==> config.mk <==
export PLATFORM = sky130hd
export DESIGN_NAME = uart_frame_rx
export DESIGN_NICKNAME = d
export VERILOG_FILES = /design/src/rtl/uart_frame_rx.sv
export SDC_FILE = /design/constraint.sdc
export NUM_CORES = 1
export LEC_CHECK = 0
export ABC_AREA = 1
export CORE_MARGIN = 5
export CORE_UTILIZATION = 47
export CTS_CLUSTER_DIAMETER = 100
export DETAILED_ROUTE_END_ITERATION = 8
export PLACE_DENSITY = 0.71
export SYNTH_ARGS = -nofsm -noshare
export SYNTH_HDL_FRONTEND = slang
export SYNTH_SLANG_ARGS = --single-unit
export TNS_END_PERCENT = 50
==> constraint.sdc <==
create_clock -name clk -period 5.3 [get_ports clk]
set_input_delay 0.795 -clock clk [delete_from_list [all_inputs] [get_ports clk]]
set_output_delay 0.795 -clock clk [all_outputs]
set_load 0.005 [all_outputs]
==> src/rtl/uart_frame_rx.sv <==
// uart_frame_rx: 16x-oversampled UART receiver that packs FRAME_BYTES bytes into one block with valid/ack.
// Define UART_RX_PARITY_EN for 8E1 framing and a parity_err output; the default build is 8N1.
module uart_frame_rx #(
    parameter int CLKS_PER_TICK = 27,
    parameter int OVERSAMPLE    = 16,
    parameter int FRAME_BYTES   = 16,
    parameter int TIMEOUT_BITS  = 32
) (
    input  logic                             clk,
    input  logic                             reset,
    input  logic                             rx_in,
    input  logic                             en,
    output logic [8*FRAME_BYTES-1:0]         frame_data,
    output logic                             frame_valid,
    input  logic                             frame_ack,
    output logic [$clog2(FRAME_BYTES+1)-1:0] byte_cnt,
    output logic                             framing_err,
    output logic                             timeout_err,
`ifdef UART_RX_PARITY_EN
    output logic                             parity_err,
`endif
    output logic                             overrun_err
);

    localparam int CNT_W    = $clog2(FRAME_BYTES + 1);
    localparam int TICK_W   = $clog2(CLKS_PER_TICK);
    localparam int OS_W     = $clog2(OVERSAMPLE);
    localparam int TO_LIMIT = TIMEOUT_BITS * OVERSAMPLE;
    localparam int TO_W     = $clog2(TO_LIMIT + 1);
    localparam int FRAME_W  = 8 * FRAME_BYTES;

    typedef enum logic [2:0] {
        IDLE,
        START,
        DATA,
`ifdef UART_RX_PARITY_EN
        PARITY,
`endif
        STOP,
        WAIT_HIGH
    } state_e;

    state_e             state_q;
    logic               rx_meta_q;
    logic               rx_sync_q;
    logic               rx_prev_q;
    logic [TICK_W-1:0]  tick_cnt_q;
    logic [OS_W-1:0]    os_cnt_q;
    logic [2:0]         bit_cnt_q;
    logic [7:0]         shift_q;
    logic [FRAME_W-1:0] frame_sr_q;
    logic [FRAME_W-1:0] frame_data_q;
    logic               frame_valid_q;
    logic [CNT_W-1:0]   byte_cnt_q;
    logic [TO_W-1:0]    idle_cnt_q;
    logic               framing_err_q;
    logic               timeout_err_q;
    logic               overrun_err_q;
`ifdef UART_RX_PARITY_EN
    logic               parity_err_q;
    logic               par_bad_q;
`endif

    logic tick_d;
    logic start_det_d;
    logic sample_d;
    logic idle_count_d;
    logic timeout_d;
    logic frame_full_d;

    // START samples at mid-bit; every later state samples one full bit-time after the previous sample.
    always_comb begin
        tick_d      = (tick_cnt_q == TICK_W'(CLKS_PER_TICK - 1));
        start_det_d = en && (state_q == IDLE) && rx_prev_q && !rx_sync_q;
        sample_d    = 1'b0;
        if (tick_d) begin
            if (state_q == START) begin
                sample_d = (os_cnt_q == OS_W'(OVERSAMPLE / 2 - 1));
            end else begin
                sample_d = (os_cnt_q == OS_W'(OVERSAMPLE - 1));
            end
        end
        frame_full_d = (byte_cnt_q == CNT_W'(FRAME_BYTES));
        idle_count_d = en && (state_q == IDLE) && (byte_cnt_q != '0)
                       && !frame_full_d && !start_det_d;
        timeout_d    = idle_count_d && tick_d && (idle_cnt_q == TO_W'(TO_LIMIT - 1));
    end

    always_ff @(posedge clk or negedge reset) begin
        if (!reset) begin
            rx_meta_q <= 1'b1;
            rx_sync_q <= 1'b1;
            rx_prev_q <= 1'b1;
        end else begin
            rx_meta_q <= rx_in;
            rx_sync_q <= rx_meta_q;
            rx_prev_q <= rx_sync_q;
        end
    end

    // Restarting the tick counter on the start edge phase-aligns every sample to that edge.
    always_ff @(posedge clk or negedge reset) begin
        if (!reset) begin
            tick_cnt_q <= '0;
        end else if (start_det_d || tick_d) begin
            tick_cnt_q <= '0;
        end else begin
            tick_cnt_q <= tick_cnt_q + 1'b1;
        end
    end

    always_ff @(posedge clk or negedge reset) begin
        if (!reset) begin
            idle_cnt_q <= '0;
        end else if (!idle_count_d || timeout_d) begin
            idle_cnt_q <= '0;
        end else if (tick_d) begin
            idle_cnt_q <= idle_cnt_q + 1'b1;
        end
    end

    always_ff @(posedge clk or negedge reset) begin
        if (!reset) begin
            state_q       <= IDLE;
            os_cnt_q      <= '0;
            bit_cnt_q     <= '0;
            shift_q       <= '0;
            frame_sr_q    <= '0;
            frame_data_q  <= '0;
            frame_valid_q <= 1'b0;
            byte_cnt_q    <= '0;
            framing_err_q <= 1'b0;
            timeout_err_q <= 1'b0;
            overrun_err_q <= 1'b0;
`ifdef UART_RX_PARITY_EN
            parity_err_q  <= 1'b0;
            par_bad_q     <= 1'b0;
`endif
        end else begin
            framing_err_q <= 1'b0;
            timeout_err_q <= 1'b0;
            overrun_err_q <= 1'b0;
`ifdef UART_RX_PARITY_EN
            parity_err_q  <= 1'b0;
`endif

            // An ack on the completion edge frees the output register, so the new frame wins.
            if (frame_valid_q && frame_ack) begin
                frame_valid_q <= 1'b0;
            end
            if (frame_full_d) begin
                byte_cnt_q <= '0;
                if (!frame_valid_q || frame_ack) begin
                    frame_data_q  <= frame_sr_q;
                    frame_valid_q <= 1'b1;
                end else begin
                    overrun_err_q <= 1'b1;
                end
            end

            if (tick_d && (state_q != IDLE)) begin
                os_cnt_q <= sample_d ? '0 : os_cnt_q + 1'b1;
            end

            if (!en) begin
                state_q    <= IDLE;
                byte_cnt_q <= '0;
            end else begin
                if (timeout_d) begin
                    timeout_err_q <= 1'b1;
                    byte_cnt_q    <= '0;
                end
                case (state_q)
                    IDLE: begin
                        if (start_det_d) begin
                            state_q  <= START;
                            os_cnt_q <= '0;
                        end
                    end
                    START: begin
                        bit_cnt_q <= '0;
                        if (sample_d) begin
                            state_q <= rx_sync_q ? IDLE : DATA;
                        end
                    end
                    DATA: begin
                        if (sample_d) begin
                            shift_q   <= {rx_sync_q, shift_q[7:1]};
                            bit_cnt_q <= bit_cnt_q + 1'b1;
                            if (bit_cnt_q == 3'd7) begin
`ifdef UART_RX_PARITY_EN
                                state_q <= PARITY;
`else
                                state_q <= STOP;
`endif
                            end
                        end
                    end
`ifdef UART_RX_PARITY_EN
                    PARITY: begin
                        if (sample_d) begin
                            par_bad_q    <= (^shift_q) != rx_sync_q;
                            parity_err_q <= (^shift_q) != rx_sync_q;
                            state_q      <= STOP;
                        end
                    end
`endif
                    STOP: begin
                        if (sample_d) begin
                            if (!rx_sync_q) begin
                                framing_err_q <= 1'b1;
                                state_q       <= WAIT_HIGH;
`ifdef UART_RX_PARITY_EN
                            end else if (par_bad_q) begin
                                state_q <= IDLE;
`endif
                            end else begin
                                frame_sr_q <= {frame_sr_q[FRAME_W-9:0], shift_q};
                                byte_cnt_q <= byte_cnt_q + 1'b1;
                                state_q    <= IDLE;
                            end
                        end
                    end
                    WAIT_HIGH: begin
                        if (rx_sync_q) begin
                            state_q <= IDLE;
                        end
                    end
                    default: begin
                        state_q <= IDLE;
                    end
                endcase
            end
        end
    end

    assign frame_data  = frame_data_q;
    assign frame_valid = frame_valid_q;
    assign byte_cnt    = byte_cnt_q;
    assign framing_err = framing_err_q;
    assign timeout_err = timeout_err_q;
    assign overrun_err = overrun_err_q;
`ifdef UART_RX_PARITY_EN
    assign parity_err  = parity_err_q;
`endif

endmodule

======== After elaboration in Yosys (flattened, before gate mapping) ========
Index checks and enable logic that the tools add are counted.
operators by class
  mux-type cells .......................... 39
  add/subtract/negate cells ............... 5
  magnitude comparators ................... 0
  multipliers ............................. 0
  equality and inequality tests ........... 17
  bitwise operators ....................... 0
  shift-type cells ........................ 0
  reductions and logical operators ........ 28
  div/mod/pow operators ................... 0
operators by type and width
  cell                   count
  $mux 5                 7
  $mux 3                 9
  $mux 10                2
  $mux 4                 5
  $ne 3x3->1 const B     6
  $pmux 3 s5             1
  $mux 1                 13
  $add 10x1->10 const B  1
  $add 5x1->5 const B    2
  $eq 10x9->1 const B    1
  $eq 5x5->1 const B     2
  $logic_and 1x1->1      10
  $eq 3x2->1 const B     2
  $eq 3x3->1 const B     2
  $pmux 3 s2             1
  $reduce_and 3->1       2
  $reduce_and 6->1       1
  $logic_not 1->1        5
  $reduce_bool 5->1      1
  $add 4x1->4 const B    1
  $eq 4x3->1 const B     1
  $eq 4x4->1 const B     1
  $reduce_and 4->1       1
  $reduce_bool 2->1      2
  other kinds (8)        10
storage, ports and cells
  latch bits .............................. 0
  bits of input ports ..................... 5
  memories kept ........................... 0
  memory bits (read-only) ................. 0
  flip-flop bits (word level) ............. 301
  RAM bits ................................ 0

======== Logic depth before layout (Yosys ltp) ========
  word-level depth ........................ 13
  gate-level depth with buffers ........... 13
  gate-level depth less buffers ........... 11

======== Worst setup path before layout ========
OpenSTA, ideal clock, no wires.
  kind .................................... input port to flip-flop
  start point ............................. input en
  end point ............................... register state_q[1]
  data arrival time ....................... 1.781 ns
  buffers on the path ..................... 1
  path slack .............................. 3.402 ns
  setup time .............................. 0.117 ns
  cell stages on the path ................. 8
  data required time ...................... 5.183 ns
  cell sequence ........................... buf_4 inv_2 nor2_1 nand3_1 a21boi_0 nand2_1 nand2_1 nand2_1
on the way
  cells in the longest elaborated chain, start to end .. 5
  elaborated cells on any way between the ends .. 11
  classes of those cells .................. eq/ne (6); mux (1); reduce/logical (4)
ends and longest elaborated chain
  what                            line  RTL
  start: declaration              12    input logic en,
  $logic_and 1x1->1 (3 in a row)  74    start_det_d = en && (state_q == IDLE) && rx_prev_q && !rx_sync_q;
  $ne 3x3->1 (no line)            --
  $reduce_and 6->1 (no line)      --
  end signal: assignment          183   state_q <= rx_sync_q ? IDLE : DATA;
  end: declaration                43    state_e state_q;
Parallel ways exist; a longest one is shown, timed or not.
A chain may end at the register's enable or synchronous reset.

======== Final worst setup path ========
  start point ............................. register tick_cnt_q[0]
  end point ............................... register frame_sr_q[67]
on the way
  cells in the longest elaborated chain, start to end .. 3
ends and longest elaborated chain
  what                        line  RTL
  start: declaration          47    logic [TICK_W-1:0] tick_cnt_q;
  start signal: assignment    108   tick_cnt_q <= tick_cnt_q + 1'b1;
  $eq 5x5->1                  73    tick_d = (tick_cnt_q == TICK_W'(CLKS_PER_TICK - 1));
  $mux 1                      76    if (tick_d) begin
  $reduce_and 4->1 (no line)  --
  end signal: assignment      218   frame_sr_q <= {frame_sr_q[FRAME_W-9:0], shift_q};
  end: declaration            51    logic [FRAME_W-1:0] frame_sr_q;
Every way passes these cells.

==> impl_metrics.ini <==
[setup_path]
worstPathArrival_ns = 3.16
path_class = reg2reg
required_ns = 5.72
cp_slowest_cell = buf_4
crit_fanout = 85
start_kind = flop
critical_path_buf_inv_count = 3
cp_slowest_stage_delay_ns = 0.71
end_kind = flop
path_cells = inv_1, ha_1, nand2_1, inv_2, nand2_2, nor2_4, nand3_4, nor2_4, nand2_8, buf_4, nand2_1, o21ai_2
cp_top_family = simple AND/OR/NAND/NOR gates

[synthesis]
syn_nets = 1248
syn_area_um2 = 12400
ys_ff_latch = 301
avgSynthCellArea_um2 = 10.0
yosysSeqAreaShare_pct = 60.9
syn_inst = 1235
synth_cell_types = 32
yosysWarnings = 0

[pwr]
p_clk_share_pct = 48.0
p_comb_share_pct = 4.2
netSwitchingPower_w = 0.00108
p_leak_nw = 6.55
swShare_pct = 21.9
power_density_nw_per_um2 = 330
power.internal_w = 0.00387
p_seq_share_pct = 47.8
vdd_drop_max_uv = 226

[timing]
finalClockSkew_ns = 0.0312
setup_viol = 0
fin_tns_setup_ns = 0
slew_headroom_pct = 38.5
max_freq_ghz = 0.365
hold_viol = 0
rsz0062_at_grt = false
fin_crit_sh_pct = 51.7
worstMarginPinSlew_ns = 0.922
final.min_clock_period_ns = 2.74
slew_viol_final = 0

[drt]
first_pass_iters = 5
post_drt_via_cell_ratio = 4.87
wl_met1_mm = 11.4
vias = 8344
drtIter0Drc = 631
wl_per_cell_um = 14.3
drc = 0
met2_wirelength_mm = 11.5
routed_wl_mm = 24.5
top_layer_used = met4
postRouteAntennaNets = 0
wl_met3_mm = 1.22

[clocking]
numCtsBuffers = 34
path_clk_slew_ns = 0.06
cts_resized = 0
clk_latency_ns = 0.51
htreeDepth = 2
cts.hold.buffers_added = 0
clock-root-buffer = clkbuf_16
cts_tree = yes
clkSinkCount = 301
cts_buffer_depth = 3
post_cts_buffers = 0

[layout]
final_common_cell = nand2_1
nFillCells = 2254
antennaDiodeCount = 0
drive_gt1_share_pct = 15.1
layout.nets = 1372
area_growth_pct = 21.3
mostFrequentLayoutCells = nand2_1 (320), dfrtp_1 (298), inv_1 (157)
final_cells = 1715

[global_route]
grt_pass1_wl_mm = 41.2
grt_util_all_layers_pct = 16.9
grt_start_max_net_pins = 133
first_global_vias = 8067
antenna_found_initial = 0
grt_overflow = 0

[placement]
dpl.cell_count = 1658
place_congestion = 0.811
dp_hpwl_mm = 16.3
port_buffers = 141

[worst_hold_path]
hp-class = in2async

[flow_run]
drv_cap = 0

[floorplan]
die-area_um2 = 29700
num_io_pins = 142
num_rows = 59
core_um2 = 26000
die_x_um = 172
start_util_pct = 47.6
dieHeight_um = 172

[outcome]
outcome = completed
[cell type report]
type | count | area, µm² | area share, %
multi-input cells | 710 | 3810 | 25.4
repair buffers | 148 | 1490 | 9.95
flip-flops and latches | 301 | 7540 | 50.2
clock buffers | 42 | 922 | 6.14
clock inverters | 15 | 213 | 1.42
well taps | 335 | 419 | 2.79
inverters | 164 | 616 | 4.10
[path summary, 6_finish.rpt]
check                                         from                     endpoint  slack (ns)  cells past startpoint
max                        tick_cnt_q[0]$_DFF_PN0_   frame_sr_q[67]$_DFFE_PN0P_        2.56                     12
min reg2reg                    rx_meta_q$_DFF_PN1_          rx_sync_q$_DFF_PN1_        0.36                      0
min                                          reset  frame_data[125]$_DFFE_PN0P_        0.35                      1
max in group asynchronous                    reset  frame_sr_q[124]$_DFFE_PN0P_        3.70                      2
max reg2reg                tick_cnt_q[0]$_DFF_PN0_   frame_sr_q[67]$_DFFE_PN0P_        2.56                     12
min in group clk               rx_meta_q$_DFF_PN1_          rx_sync_q$_DFF_PN1_        0.36                      0
[stage by stage]
step                hold slack [ns]  power [W]  util, %  setup WS, ns  instance area (µm²)
floorplan                     0.345    0.00254        -          3.40                12400
global placement              0.348    0.00261     53.4          2.17                13900
detailed placement            0.350    0.00262     53.4          2.11                13900
CTS                           0.359    0.00503     57.8          2.52                15000
global route                  0.366    0.00516     57.8          2.26                15000
finish                        0.345    0.00496     57.8          2.56                15000
[power groups by stage]
stage          clock network (W)  registers [W]  logic, W
2_1_floorplan                  0        0.00240  0.000137
3_3_place_gp                   0        0.00241  0.000200
3_5_place_dp                   0        0.00241  0.000209
4_1_cts                  0.00244        0.00237  0.000212
5_1_grt                  0.00254        0.00237  0.000242
6_report                 0.00238        0.00237  0.000207
[layer usage]
layer / GRT usage (%) / vias to the layer above
met1: 24.6 / 3997
met4: 4.14 / 0
li1: - / 4152
met3: 3.36 / 36
met2: 26.5 / 159
met5: 0 / -
[cell families (layout without fill, tap and decap cells)]
| group | count (synthesis) | after routing | share of synthesized area, % |
|---|---|---|---|
| simple gates | 410 | 410 | 13.6 |
| xor+xnor | 10 | 10 | 0.708 |
| buf+inv | 224 | 369 | 8.54 |
| fa+ha+maj | 8 | 8 | 0.809 |
| mux | 8 | 8 | 0.728 |
| compound gates | 274 | 274 | 14.7 |
| flops | 301 | 301 | 60.9 |
[cells in the mapped netlist (all sizes together)]
| master | number | area (µm²) |
|---|---|---|
| a21boi | 1 | 7.51 |
| a21oi | 10 | 50.1 |
| buf | 38 | 359 |
| clkbuf | 22 | 82.6 |
| dfrtp | 298 | 7460 |
| dfstp | 3 | 78.8 |
| ha | 8 | 100 |
| inv | 164 | 616 |
| mux2 | 8 | 90.1 |
| nand2 | 323 | 1220 |
| nand3 | 29 | 163 |
| nand3b | 4 | 30.0 |
| nand4 | 10 | 62.6 |
| nor2 | 37 | 164 |
| nor3 | 5 | 30.0 |
| nor3b | 1 | 7.51 |
| o21ai | 263 | 1770 |
| or2 | 1 | 6.26 |
| xnor2 | 2 | 17.5 |
| xor2 | 8 | 70.1 |
[registers in the layout, summed over array words and instances (netlist names)]
signal / cells
tick_cnt_q: 5
rx_meta_q: 1
framing_err: 1
byte_cnt: 5
rx_sync_q: 1
rx_prev_q: 1
state_q: 3
frame_sr_q: 128
bit_cnt_q: 3
frame_data: 128
frame_valid: 1
os_cnt_q: 4
idle_cnt_q: 10
timeout_err: 1
shift_q: 8
overrun_err: 1
Note: power is estimated with default switching activity, not from simulation.
